==> config.mk <==
export PLATFORM = sky130hd
export DESIGN_NAME = frequency_result_reader
export DESIGN_NICKNAME = d
export VERILOG_FILES = /design/src/rtl/frequency_result_reader.sv
export SDC_FILE = /design/constraint.sdc
export NUM_CORES = 1
export LEC_CHECK = 0
export CAP_MARGIN = 15
export CORE_ASPECT_RATIO = 1.4
export CORE_MARGIN = 2
export CORE_UTILIZATION = 51
export CTS_BUF_LIST = sky130_fd_sc_hd__clkbuf_8
export DETAILED_ROUTE_END_ITERATION = 12
export HOLD_SLACK_MARGIN = 0.03
export PLACE_DENSITY = 0.85
export RECOVER_POWER = 100
export SLEW_MARGIN = 10
export SYNTH_ARGS = -nofsm -noshare
export SYNTH_HDL_FRONTEND = slang
export SYNTH_SLANG_ARGS = --single-unit
export TNS_END_PERCENT = 50
==> constraint.sdc <==
create_clock -name m00_axi_aclk -period 2.36 [get_ports m00_axi_aclk]
set_input_delay 0.472 -clock m00_axi_aclk [delete_from_list [all_inputs] [get_ports m00_axi_aclk]]
set_output_delay 0.472 -clock m00_axi_aclk [all_outputs]
set_load 0.02 [all_outputs]
==> src/rtl/frequency_result_reader.sv <==
// AXI4-Lite read master: on an irq rising edge, fetch REGISTERS_NUMBER result
// words, buffer them, and publish them together with a one-cycle done pulse.
//
// Ports:
//   m00_axi_aclk, m00_axi_aresetn : clock, async active-low reset
//   irq                           : results-ready; a rising edge starts a run
//   m00_axi_ar*, m00_axi_r*       : AXI4-Lite read address / read data channels
//   results                       : word i at [i*DW +: DW], updated only on success
//   busy, done                    : run in progress, end-of-run pulse
//   error, timeout, overrun       : last run's abort cause, irq edge while busy
module frequency_result_reader #(
    parameter int C_M00_AXI_ADDR_WIDTH = 10,
    parameter int C_M00_AXI_DATA_WIDTH = 32,
    parameter int BASE_ADDRESS         = 0,
    parameter int REGISTERS_NUMBER     = 6,
    parameter int TIMEOUT_CYCLES       = 1024
) (
    input  logic                                             m00_axi_aclk,
    input  logic                                             m00_axi_aresetn,
    input  logic                                             irq,
    output logic [C_M00_AXI_ADDR_WIDTH-1:0]                  m00_axi_araddr,
    output logic [2:0]                                       m00_axi_arprot,
    output logic                                             m00_axi_arvalid,
    input  logic                                             m00_axi_arready,
    input  logic [C_M00_AXI_DATA_WIDTH-1:0]                  m00_axi_rdata,
    input  logic [1:0]                                       m00_axi_rresp,
    input  logic                                             m00_axi_rvalid,
    output logic                                             m00_axi_rready,
    output logic [REGISTERS_NUMBER*C_M00_AXI_DATA_WIDTH-1:0] results,
    output logic                                             busy,
    output logic                                             done,
    output logic                                             error,
    output logic                                             timeout,
    output logic                                             overrun
);

    localparam int AW     = C_M00_AXI_ADDR_WIDTH;
    localparam int DW     = C_M00_AXI_DATA_WIDTH;
    localparam int IDX_W  = (REGISTERS_NUMBER > 1) ? $clog2(REGISTERS_NUMBER) : 1;
    localparam int CNT_W  = $clog2(TIMEOUT_CYCLES + 1);

    localparam logic [AW-1:0]    BASE     = AW'(BASE_ADDRESS);
    localparam logic [AW-1:0]    STEP     = AW'(DW / 8);
    localparam logic [IDX_W-1:0] LAST_IDX = IDX_W'(REGISTERS_NUMBER - 1);
    localparam logic [CNT_W-1:0] WAIT_MAX = CNT_W'(TIMEOUT_CYCLES - 1);

    typedef enum logic [2:0] {
        S_IDLE,
        S_ADDR,
        S_DATA,
        S_COMMIT,
        S_ABORT
    } state_t;

    state_t state_q, state_d;

    logic             irq_d_q;
    logic             pending_q;
    logic             busy_q;
    logic             done_q;
    logic             error_q;
    logic             timeout_q;
    logic             overrun_q;
    logic [IDX_W-1:0] index_q;
    logic [CNT_W-1:0] wait_q;
    logic [DW-1:0]    shadow_q [REGISTERS_NUMBER];
    logic [REGISTERS_NUMBER*DW-1:0] shadow_flat;
    logic [REGISTERS_NUMBER*DW-1:0] results_q;

    logic irq_rise;
    logic start;
    logic rd_last;
    logic wait_exp;
    logic unused_rresp_lsb;

    // EXOKAY is accepted as OKAY, so only the upper response bit matters.
    assign unused_rresp_lsb = m00_axi_rresp[0];

    assign irq_rise = irq & ~irq_d_q;
    // A queued edge from a busy period starts the next run straight from IDLE.
    assign start    = (state_q == S_IDLE) & (irq_rise | pending_q);
    assign rd_last  = (index_q == LAST_IDX);
    assign wait_exp = (wait_q == WAIT_MAX);

    assign m00_axi_arprot = 3'b000;
    assign results        = results_q;
    assign busy           = busy_q;
    assign done           = done_q;
    assign error          = error_q;
    assign timeout        = timeout_q;
    assign overrun        = overrun_q;

    always_ff @(posedge m00_axi_aclk or negedge m00_axi_aresetn) begin
        if (!m00_axi_aresetn) begin
            state_q <= S_IDLE;
        end else begin
            state_q <= state_d;
        end
    end

    always_comb begin
        state_d = state_q;
        unique case (state_q)
            S_IDLE: begin
                if (start) state_d = S_ADDR;
            end
            S_ADDR: begin
                if (m00_axi_arready) state_d = S_DATA;
                else if (wait_exp)   state_d = S_ABORT;
            end
            S_DATA: begin
                if (m00_axi_rvalid) begin
                    if (m00_axi_rresp[1]) state_d = S_ABORT;
                    else if (rd_last)     state_d = S_COMMIT;
                    else                  state_d = S_ADDR;
                end else if (wait_exp) begin
                    state_d = S_ABORT;
                end
            end
            S_COMMIT: state_d = S_IDLE;
            S_ABORT:  state_d = S_IDLE;
            default:  state_d = S_IDLE;
        endcase
    end

    // Handshake outputs decode straight from state so an async reset drops
    // them at once; araddr is held by index_q, which only moves in DATA.
    always_comb begin
        m00_axi_arvalid = 1'b0;
        m00_axi_rready  = 1'b0;
        m00_axi_araddr  = '0;
        unique case (state_q)
            S_ADDR: begin
                m00_axi_arvalid = 1'b1;
                m00_axi_araddr  = BASE + AW'(index_q) * STEP;
            end
            S_DATA: begin
                m00_axi_rready = 1'b1;
            end
            default: begin
            end
        endcase
    end

    always_comb begin
        shadow_flat = '0;
        for (int i = 0; i < REGISTERS_NUMBER; i++) begin
            shadow_flat[i*DW +: DW] = shadow_q[i];
        end
    end

    always_ff @(posedge m00_axi_aclk or negedge m00_axi_aresetn) begin
        if (!m00_axi_aresetn) begin
            irq_d_q   <= 1'b0;
            pending_q <= 1'b0;
            busy_q    <= 1'b0;
            done_q    <= 1'b0;
            error_q   <= 1'b0;
            timeout_q <= 1'b0;
            overrun_q <= 1'b0;
            index_q   <= '0;
            wait_q    <= '0;
            results_q <= '0;
            for (int i = 0; i < REGISTERS_NUMBER; i++) begin
                shadow_q[i] <= '0;
            end
        end else begin
            irq_d_q <= irq;
            done_q  <= 1'b0;

            if (start) begin
                busy_q    <= 1'b1;
                index_q   <= '0;
                wait_q    <= '0;
                error_q   <= 1'b0;
                timeout_q <= 1'b0;
                overrun_q <= 1'b0;
                pending_q <= 1'b0;
            end else if (irq_rise && state_q != S_IDLE) begin
                overrun_q <= 1'b1;
                pending_q <= 1'b1;
            end

            unique case (state_q)
                S_ADDR: begin
                    if (m00_axi_arready) wait_q    <= '0;
                    else if (wait_exp)   timeout_q <= 1'b1;
                    else                 wait_q    <= wait_q + CNT_W'(1);
                end
                S_DATA: begin
                    if (m00_axi_rvalid) begin
                        wait_q <= '0;
                        if (m00_axi_rresp[1]) begin
                            error_q <= 1'b1;
                        end else begin
                            shadow_q[index_q] <= m00_axi_rdata;
                            if (!rd_last) index_q <= index_q + IDX_W'(1);
                        end
                    end else if (wait_exp) begin
                        timeout_q <= 1'b1;
                    end else begin
                        wait_q <= wait_q + CNT_W'(1);
                    end
                end
                S_COMMIT: begin
                    results_q <= shadow_flat;
                    done_q    <= 1'b1;
                    busy_q    <= 1'b0;
                end
                S_ABORT: begin
                    done_q <= 1'b1;
                    busy_q <= 1'b0;
                end
                default: begin
                end
            endcase
        end
    end

endmodule

==> key figures, run 1 <==
Run status
  – Status: finished, final reports clean

Final layout
  – Layout cells sized above 1: 37.5%
  – FF/Latch Area: 10200 um^2
  – Fin nets: 1302
  – Multi-input logic area: 5080 um^2
  – Ant. Diodes: 0
  – Final core utilization: 65.9%
  – Most common cell after layout, fill and taps aside: dfrtp_1
  – Most frequent cells in the layout: 404 x dfrtp_1, 347 x mux2_2, 199 x dlygate4sd3_1
  – Final instance area: 19700 um^2
  – Post-Layout Cell Count: 1690
  – Fill count: 2070
  – P&R area growth vs syn: 27.2%

Hold path
  – Min-Delay Path Depth: 2
  – Hold path start: error
  – Hold path endpoint: error
  – Min-delay worst type: reg -> reg

Global route
  – Largest net degree at the start of global routing: 90
  – First-pass GRT wire length: 53.6 mm
  – GRT overflow: 0
  – Antenna violations before repair: 0
  – Total GRT Usage: 21.9%
  – Vias in the first global route: 9678

Worst setup path
  – CP Launch Point: state_q[1]
  – CP arrival: 1.81 ns
  – R2R cell count: 5
  – Worst Path Buf+Inv: 2
  – Setup crit end kind: output pin
  – CP Cell Sequence: nor3b_2, buf_4, and2_1, clkdlybuf4s15_2
  – Max incr delay on CP: 0.45 ns
  – Highest fanout seen on the critical path: 7
  – Reg2reg setup slack: 0.13 ns
  – Type of the worst setup path: reg -> out
  – Worst r2r src: state_q[0]
  – CP Launch Type: register
  – CP required: 1.89 ns
  – Top Family by Delay on Critical Path: flip-flops
  – Crit path max-delay cell type: dfrtp_2
  – Reg-to-reg endpoint: results[56]

Logic synthesis
  – Synth async-reset ratio: 100%
  – Avg Inst Size Synth: 16.2 um^2
  – Area contributors post-synth: dfrtp_1 66%, mux2_2 25%, mux2_1 2.8%, buf_4 0.63%, buf_2 0.58%
  – Post-synthesis cell area: 15500 um^2
  – Number of synthesized flops with an enable pin: 0
  – Post-synth top area share: 65.7%
  – Post-synthesis cell type count: 46
  – Syn. warnings: 0
  – Leading area contributor after synthesis: dfrtp_1
  – Post-Syn Instances: 958
  – Sequential share of the synthesized area: 65.7%
  – Synth Register Bits: 407
  – Top_reg_cell synth: dfrtp_1

Clock tree
  – CTS root buffer: clkbuf_8
  – Number of CTS-inserted buffers: 56
  – Clk pin slew, worst setup/hold paths: 0.07 ns
  – Worst skew pair latency: 0.60 ns
  – CTS tree: built
  – Clock sinks: 407
  – Max clock buf depth: 3
  – H-tree level count: 2

Placed design
  – Number of port buffers: 239
  – Routability congestion estimate: 0.759
  – Placed inst area: 18700 um^2
  – Placed cell count: 1581
  – HPWL Detailed: 23.1 mm

Power and ir drop
  – Static Leak: 0.0104 uW
  – VDD IR max: 0.000756 V
  – Design Power: 19000 uW
  – PD cells: 965 nW/um^2

STA
  – Clk_skew: 0.0245 ns
  – Hold_ws: 0.484 ns
  – Fin crit period: 2.29 ns
  – Final period utilization: 96.9%
  – Final Hold Viols: 0
  – Fmax achieved: 437 MHz
  – Final setup fails: 0
  – Pins Over Slew Limit: 0
  – Max-slew headroom: 29.8%
  – Worst slew pin tran: 1.05 ns

Drt
  – Routed length per instance: 20.0 um
  – Router iterations before antenna repair: 4
  – Routed wire length: 33.8 mm
  – DR DRC count: 0
  – Via count: 9028
  – Vias per cell: 5.34
  – First-iteration detailed-routing DRC count: 281
  – Antenna Violating Nets Remaining: 0

Floorplan
  – Die ar.: 31800 um^2
  – Core area: 29900 um^2
  – Die Height: 210 um
  – IO Pins: 251
  – Row count: 75
  – Initial cell density of the core: 51.8%
  – Die Width: 151 um

Run
  – Maxcap violations: 0
==> cells in the mapped netlist, drive strengths merged, types with 4 or more instances <==
library cell  count
a21oi             8
a22o              4
and2              6
buf              33
clkbuf           23
dfrtp           407
mux2            385
nand2            15
nand3             4
nand4             4
nor2             13
nor3b             5
o21ai            11
==> worst max-delay path by stage <==
stage | depth (start not counted) | endpoint
6_report | 4 | m00_axi_araddr[2]
3_3_place_gp | 6 | shadow_flat[11]
4_1_cts | 4 | m00_axi_araddr[2]
5_1_grt | 4 | m00_axi_araddr[4]
2_1_floorplan | 6 | shadow_flat[66]
3_5_place_dp | 6 | shadow_flat[17]
==> layer usage <==
layer / part of all wire [%] / GRT usage (%)
met1: 38 / 26.2
met2: 53 / 38.5
met3: 4.8 / 4.74
met4: 3.5 / 8.25
met5: 0 / 0
==> logic make-up after synthesis <==
kind of cell,after synthesis,synth area share [%]
fa+ha+maj,3,0.242
flops,407,65.7
other cells,1,0.0242
compound gates,39,1.65
buf+inv,59,1.90
mux,387,28.1
simple gates,62,2.39
==> registers in the layout (all words and copies together), names as in the netlist <==
name         flops
results        192
busy             1
error            1
wait_q          11
timeout          1
overrun          1
shadow_flat    192
state_q          3
index_q          3
done             1
irq_d_q          1
==> report_power, final <==
group | total [uW] | internal [uW] | switching [uW]
clock | 5750 | 3180 | 2570
sequential | 8830 | 8170 | 664
combinational | 4440 | 2190 | 2250
==> worst reg2reg max path, stage by stage, from the launching register on <==
cell,delay [ns]
dfrtp_2,0.45
clkbuf_1,0.15
nand3b_1,0.13
clkbuf_4,0.61
clkbuf_4,0.43
mux2_2,0.36
==> per-stage QoR <==
| step | TNS, ns | setup WS, ns |
|---|---|---|
| after floorplan | 0 | 0.238 |
| final | 0 | 0.0735 |
| after CTS | 0 | 0.0000124 |
| after global placement | -0.0593 | -0.00551 |
| after detailed placement | -1.43 | -0.0709 |
| after global routing | -0.0282 | -0.0180 |
==> layout make-up <==
cell class | count | area share [%]
clock buffer | 72 | 5.03
timing repair buffer | 291 | 13.8
multi-input combinational | 501 | 25.8
tap | 385 | 2.44
sequential | 407 | 51.7
inverter | 3 | 0.0571
clock inverter | 31 | 1.21
==> what timing repair did <==
action                     in CTS  in global routing
cloned                          0                  0
gates resized for setup        14                  2
setup buffers                   0                  5
hold endpoints to repair       60                  0
hold buffers                    1                  0
pin swaps                       0                  0
setup endpoints to repair       5                 25
Note: power is estimated with default switching activity, not from simulation.
==> run 2, diff against run 1 <==
- SKIP_CTS_REPAIR_TIMING: not set -> 1
==> run 2 against run 1 <==
Power rose by 1.4%. Largest power group unchanged. Largest cell class unchanged. First-iteration DRC count fell by 10%. Fmax rose by 1.0%. Setup slack improved by 0.023 ns. Combinational power rose by 5.2%.
==> key figures, run 2 (synthesis results as in run 1) <==
Global route
  – First-pass GRT wire length: 53.7 mm (+0.10%)
  – Vias in the first global route: 9691 (+0.13%)
  – Total GRT Usage: 21.9% (+0.023 points)
  – GRT overflow: 0 (unchanged)
  – Antenna violations before repair: 0 (unchanged)
  – Largest net degree at the start of global routing: 90 (unchanged)

STA
  – Hold_ws: 0.488 ns (+0.00385 ns)
  – Clk_skew: 0.0218 ns (-0.00266 ns)
  – Final Hold Viols: 0 (unchanged)
  – Pins Over Slew Limit: 0 (unchanged)
  – Unrepaired setup endpoints after global routing: true
  – Worst slew pin tran: 1.19 ns (+0.137 ns)
  – Final period utilization: 95.9% (-0.98 points)
  – Fin crit period: 2.26 ns (-0.0231 ns)
  – Max-slew headroom: 20.6% (-9.2 points)
  – Fmax achieved: 442 MHz (+1.0%)
  – Final setup fails: 0 (unchanged)
  – Final setup margin: 0.0965 ns (+0.0231 ns)

Clock tree
  – H-tree level count: 2 (unchanged)
  – CTS root buffer: clkbuf_8
  – Number of CTS-inserted buffers: 56 (unchanged)
  – Clk pin slew, worst setup/hold paths: 0.07 ns (about the same)
  – Worst skew pair latency: 0.60 ns (about the same)
  – Max clock buf depth: 3 (unchanged)
  – CTS tree: built
  – Clock sinks: 407 (unchanged)

Worst setup path
  – CP required: 1.89 ns (about the same)
  – Type of the worst setup path: reg -> out
  – CP Launch Point: state_q[1]
  – CP arrival: 1.79 ns (-0.02 ns)
  – Setup crit end kind: output pin
  – Highest fanout seen on the critical path: 9 (+2)
  – Worst r2r src: state_q[0]
  – CP Launch Type: register

Hold path
  – Min-delay worst type: reg -> reg
  – Hold path start: error

Run
  – Maxcap violations: 0 (unchanged)

Floorplan
  – Die Height: 210 um (unchanged)
  – IO Pins: 251 (unchanged)
  – Initial cell density of the core: 51.8% (unchanged)
  – Die Width: 151 um (unchanged)
  – Row count: 75 (unchanged)
  – Die ar.: 31800 um^2 (unchanged)
  – Core area: 29900 um^2 (unchanged)

Final layout
  – P&R area growth vs syn: 28.4%
  – Ant. Diodes: 0 (unchanged)
  – Final instance area: 19900 um^2 (+0.98%)
  – Most common cell after layout, fill and taps aside: dfrtp_1
  – Layout cells sized above 1: 38.2% (+0.68 points)
  – Final core utilization: 66.5% (+0.64 points)
  – Fin nets: 1297 (-0.38%)
  – Most frequent cells in the layout: 404 x dfrtp_1, 347 x mux2_2, 232 x clkdlybuf4s50_1

Placed design
  – Routability congestion estimate: 0.759 (unchanged)
  – Number of port buffers: 239 (unchanged)
  – Dpl ws: -0.0709 ns (unchanged)
  – HPWL Detailed: 23.1 mm (unchanged)
  – Placed inst area: 18700 um^2 (unchanged)

Drt
  – DR DRC count: 0 (unchanged)
  – Routed wire length: 33.9 mm (+0.14%)
  – Via count: 8932 (-1.1%)
  – First-iteration detailed-routing DRC count: 252 (-10%)
  – Routed length per instance: 20.1 um (+0.43%)
  – Vias per cell: 5.30 (-0.77%)
  – Antenna Violating Nets Remaining: 0 (unchanged)
  – Router iterations before antenna repair: 4 (unchanged)

Run status
  – Status: finished, final reports clean

Power and ir drop
  – PD cells: 969 nW/um^2 (+0.44%)
  – Static Leak: 0.00992 uW (-4.7%)
  – VDD IR max: 0.000778 V (+2.9%)
[run 2: layer usage]
layer / wire length, um / track usage [%] / share of wire, % / up-vias
li1: - / - / - / 3994
met2: 18000 / 38.5 / 53 / 212
met4: 1140 / 8.25 / 3.4 / 0
met5: 0 / 0 / 0 / -
met1: 13200 / 26.2 / 39 / 4664
met3: 1550 / 4.74 / 4.6 / 62
[run 2: critical path, stage by stage (launching register included)]
cell and delay [ns]:
dfrtp_2 0.47, nor3b_2 0.22, buf_4 0.15, and2_1 0.12, dlymetal6s2s_1 0.25
[run 2: final timing paths]
check	end	slack [ns]	cells after the start
max	m00_axi_araddr[2]	0.1	4
min	error	0.49	2
max reg2reg	shadow_flat[14]	0.15	6
min reg2reg	error	0.49	2
max in group asynchronous	results[101]	0.75	3
min in group asynchronous	results[184]	0.68	2
[run 2: through the flow]
step,total power [uW],setup TNS (ns),cells
final,19300,0,1685
after detailed placement,13700,-1.43,1581
after floorplan,11500,0,967
after global placement,13500,-0.0593,1581
after CTS,19500,-1.96,1684
after global routing,20200,-0.0642,1685
[run 2: cell type report]
cell class / instances / area [um^2]
flip-flops and latches: 407 / 10200
fillers: 2034 / 10000
multi-input cells: 501 / 5090
repair buffers: 286 / 2910
clock buffers: 72 / 991
well taps: 385 / 482
clock inverters: 31 / 239
inverters: 3 / 11.3
[run 2: where the power goes]
part           switching, uW  total, uW  internal, uW
Clock                   2560       5750          3180
Combinational           2250       4670          2430
Sequential               708       8880          8170
Total                   5520      19300         13800
